<file path="src/rtl/my_top_level.sv">
// my_top_level: unsigned adder split into LATENCY carry-pipelined slices; io_X = io_A + io_B.
// Define MYTOPLEVEL_SAT_EN to saturate to all-ones on top carry-out instead of wrapping.
module my_top_level #(
    parameter int WIDTH   = 8,
    parameter int LATENCY = 1
) (
    input  logic             clk,
    input  logic             reset,
    input  logic [WIDTH-1:0] io_A,
    input  logic [WIDTH-1:0] io_B,
    output logic [WIDTH-1:0] io_X
);
`ifdef MYTOPLEVEL_SAT_EN
    localparam bit SAT = 1'b1;
`else
    localparam bit SAT = 1'b0;
`endif
    localparam int SW = WIDTH / LATENCY;

    for (genvar s = 0; s < LATENCY; s++) begin : g_stg
        localparam int LO   = s * SW;
        localparam bit LAST = (s == LATENCY - 1);
        localparam int CW   = SW + ((!LAST || SAT) ? 1 : 0);
        // ra_* carries finished result slices below LO and untouched A slices from LO up
        logic [WIDTH-1:0]    ra_in, ra_mrg, ra_d, ra_q;
        logic [WIDTH-LO-1:0] b_in;
        logic                c_in;
        logic [CW-1:0]       sum;
        if (s == 0) begin : g_head
            assign ra_in = io_A;
            assign b_in  = io_B;
            assign c_in  = 1'b0;
        end else begin : g_tail
            assign ra_in = g_stg[s-1].ra_q;
            assign b_in  = g_stg[s-1].g_fwd.b_q;
            assign c_in  = g_stg[s-1].g_fwd.c_q;
        end
        assign sum = CW'(ra_in[LO +: SW]) + CW'(b_in[SW-1:0]) + CW'(c_in);
        always_comb begin
            ra_mrg = ra_in;
            ra_mrg[LO +: SW] = sum[SW-1:0];
        end
        if (LAST && SAT) begin : g_sat
            assign ra_d = sum[SW] ? '1 : ra_mrg;
        end else begin : g_wrap
            assign ra_d = ra_mrg;
        end
        always_ff @(posedge clk or posedge reset) begin
            if (reset) ra_q <= '0;
            else       ra_q <= ra_d;
        end
        if (!LAST) begin : g_fwd
            logic [WIDTH-LO-SW-1:0] b_q;
            logic                   c_q;
            always_ff @(posedge clk or posedge reset) begin
                if (reset) begin
                    b_q <= '0;
                    c_q <= 1'b0;
                end else begin
                    b_q <= b_in[WIDTH-LO-1:SW];
                    c_q <= sum[SW];
                end
            end
        end
    end

    assign io_X = g_stg[LATENCY-1].ra_q;
endmodule

</file>
<file path="config.mk">
export PLATFORM = sky130hd
export DESIGN_NAME = my_top_level
export DESIGN_NICKNAME = d
export VERILOG_FILES = /design/src/rtl/my_top_level.sv
export SDC_FILE = /design/constraint.sdc
export NUM_CORES = 1
export LEC_CHECK = 0
export CORE_MARGIN = 2
export CORE_UTILIZATION = 35
export DETAILED_ROUTE_END_ITERATION = 10
export GPL_TIMING_DRIVEN = 0
export PLACE_DENSITY = 0.77
export SYNTH_ARGS = -nofsm -noshare
export SYNTH_HDL_FRONTEND = slang
export SYNTH_SLANG_ARGS = --single-unit
</file>
<file path="constraint.sdc">
create_clock -name clk -period 0.8 [get_ports clk]
set_clock_uncertainty 0.05 [all_clocks]
set_input_delay 0.2 -clock clk [delete_from_list [all_inputs] [get_ports clk]]
set_output_delay 0.2 -clock clk [all_outputs]
set_load 0.02 [all_outputs]
</file>
Yosys cells after proc, flatten, opt, wreduce, memory -nomap -nowiden --
Cells that the tools add are included.
Operators by class: $add $sub $neg 1
Operator list (count):
- $add 8x8->8 | 1
Storage, ports and cells: bits of input ports 18, register bits after elaboration 8, output and inout bits 8

Depth between registers and ports, before layout --
depth in word-level cells 1, mapped depth 6, depth with buffers taken out 6

Least setup slack after synthesis --
No wires, ideal clock.
kind input -> register, start in io_A[0], end reg g_stg[0].ra_q[6] (netlist: io_X[6]), stages on the path 6, buffers on the path 0, arrival time 1.189 ns, library setup time 0.144 ns, slack -0.583 ns, cells stage by stage ha_1 > inv_1 > fa_1 > nor2b_4 > o31a_1 > o311ai_1
On the way: word-level cells in the longest chain between the ends 1
RTL lines:
- start: declaration | line 9 | input logic [WIDTH-1:0] io_A,
- $add 8x8->8 | line 38 | assign sum = CW'(ra_in[LO +: SW]) + CW'(b_in[SW-1:0]) + CW'(c_in);
- via g_stg[0].ra_d[6] | line 25 | logic [WIDTH-1:0] ra_in, ra_mrg, ra_d, ra_q;
- end signal: assignment | line 50 | else ra_q <= ra_d;
- end: declaration | line 25
The timed path passes the listed nets, and every way through them passes these cells.

Worst setup path in the final report --
start in io_A[5], end reg g_stg[0].ra_q[6] (netlist: io_X[6])
Same word-level chain as after synthesis.

==> impl_metrics.env <==
export IMPL_synth_edf_count=0
export IMPL_grt_max_degree=9
export IMPL_synth_area_um2=536
export IMPL_grtUsageTotal=0.170
export IMPL_start_util=0.364
export IMPL_drtIter0Drc=3
export IMPL_fp_dieArea_um2=1860
export IMPL_syn_num_nets=77
export IMPL_seq_area_frac_synth=0.374
export IMPL_finalCritPeriodShare=1.50
export IMPL_max_cap_violations=0
export IMPL_crit_path_start="io_A[5]"
export IMPL_cts_max_level=1
export IMPL_placed_cell_area_um2=850
export IMPL_largest_reg_flops=8
export IMPL_rsz0062_at_grt="yes"
export IMPL_end_kind="flop"
export IMPL_status="finished with violations"
export IMPL_syn_avg_cell_area_um2=10.5
export IMPL_setup_ws_ns=-0.404
export IMPL_overflow=0
export IMPL_critical_path_buf_inv_count=1
export IMPL_hold_viol=0
export IMPL_antennaDiodeCount=0
export IMPL_worst_ep_arrival_time_ns=1.25
export IMPL_cts_tree="built"
export IMPL_synth_cell_types=24
export IMPL_fin_setup_tns_ns=-3.48
export IMPL_ys_seq_elements=8
export IMPL_grt_pass1_vias=602
export IMPL_netlist_instances=51
export IMPL_fill_cells=125
export IMPL_numPlacedInstances=92
export IMPL_timing_hold_ws_ns=0.119
export IMPL_wire_per_inst_um=14.5
export IMPL_port_buffers=25
export IMPL_clock_sinks=8
export IMPL_hold_path_startpoint="io_A[0]"
export IMPL_pin_count=26
export IMPL_hold_path_class="in -> reg"
export IMPL_drv_slew=0
export IMPL_cp_slowest_cell="dlygate4sd2_1"
export IMPL_routed_wl_um=1490
export IMPL_p_per_area_nw_per_um2=1520
export IMPL_regArea_um2=200
export IMPL_synthFlopType="dfrtp_1"
export IMPL_finalPower_mw=1.56
export IMPL_layout_common_cells="buf_6 (12), dfrtp_1 (8), ha_4 (7), buf_4 (6)"
export IMPL_min_to="io_X[0]$_DFF_PP0_"
export IMPL_synthArstFlopShare=1.00
export IMPL_antenna_found_initial=0
export IMPL_p_leak_nw=0.437
export IMPL_critPathRequiredTime_ns=0.85
export IMPL_irDropWorstVdd_v=0.000627
export IMPL_drive_gt1_frac=0.563
export IMPL_period_needed_ns=1.20
export IMPL_min_path_cells=2
export IMPL_path_cells="dlygate4sd2_1 > ha_4 > nor2b_1 > a221oi_2 > o311ai_2"
export IMPL_worst_setup_path_type="in -> reg"
export IMPL_pre_cts_slack_ns=-1.13
export IMPL_grt_pass1_wl_um=2410
export IMPL_clockBufferDepth=2
export IMPL_cts_inserted_buffers=3
export IMPL_place_gp_congestion=0.766
export IMPL_vias=559
export IMPL_area_growth_pct=91.4
export IMPL_fp_dieW_um=43.1
export IMPL_drc=0
export IMPL_utilization=0.696
export IMPL_layout_commonest_cell="buf_6"
export IMPL_path_max_fanout=4
export IMPL_clk_pin_slew_ns=0.05
export IMPL_violations="setup timing"
export IMPL_worstMarginPinSlew_ns=0.302
export IMPL_start_kind="input pin"
export IMPL_fmax_mhz=831
export IMPL_core_area_um2=1470
export IMPL_design_area_um2=1020
export IMPL_cp_top_family="compound AO/OA/AOI/OAI gates"
export IMPL_detailed_place_hpwl_um=991
export IMPL_fin_cells=103
export IMPL_finalSetupViolCount=15
export IMPL_fin_nets=115
export IMPL_row_count=14
export IMPL_vias_per_cell=5.43
export IMPL_hold_buffers=0
export IMPL_dr_pass1_iters=4
export IMPL_max_slew_margin=0.796
export IMPL_yosysWarnings=0
export IMPL_die_h_um=43.1
export IMPL_multi_input_area_um2=448
export IMPL_ant_nets=0
export IMPL_cts_root_buf="clkbuf_4"
export IMPL_max_stage_delay_ns=0.26
==> power by group <==
part,switching [mW],internal (mW)
combinational,0.343,0.417
sequential,0.0309,0.475
clock,0.124,0.171
==> Yosys cell counts, drive strengths merged, types with 2 or more instances <==
cell type  instances  area [um2]
xnor2              2        17.5
nor2b              2        20.0
inv                6        22.5
o311ai             2        17.5
a21oi              5        25.0
o211ai             3        22.5
dfrtp              8         200
ha                 7        87.6
o21ai              2        10.0
xor2               2        17.5
==> how the worst max path moves through the flow <==
stage	endpoint	slack [ns]	cells past startpoint
6_report	io_X[6]$_DFF_PP0_	-0.40	5
5_1_grt	io_X[6]$_DFF_PP0_	-0.45	7
4_1_cts	io_X[6]$_DFF_PP0_	-0.41	7
3_5_place_dp	io_X[6]$_DFF_PP0_	-1.13	7
3_3_place_gp	io_X[6]$_DFF_PP0_	-1.09	7
2_1_floorplan	io_X[6]$_DFF_PP0_	-0.50	6
==> metal layers <==
layer,vias up,GRT usage,part of all wire
met4,0,0.0182,0
met3,0,0.0383,0.072
met5,-,0,0
li1,259,-,-
met1,269,0.177,0.37
met2,31,0.346,0.56
==> cell type report <==
class                      count  share of cell area
tap                           16              0.0195
timing repair buffer          33               0.302
sequential                     8               0.195
inverter                       6              0.0244
clock buffer                   3              0.0220
multi-input combinational     37               0.437
==> timing repair <==
item	in CTS	in global routing
pin swaps	18	3
endpoints found under the hold margin	0	0
gates resized for setup	103	6
setup endpoints to repair	16	15
gates cloned	0	0
buffers inserted	7	1
==> cell families after synthesis <==
group,Yosys count,share of synthesized area
AOI/OAI and AO/OA,18,0.231
adders and majority gates,8,0.201
xor gates and xnor gates,4,0.0654
buffers and inverters,6,0.0421
and+or+nand+nor,7,0.0864
DFF,8,0.374
No activity file was read; power rests on OpenSTA's default activity.
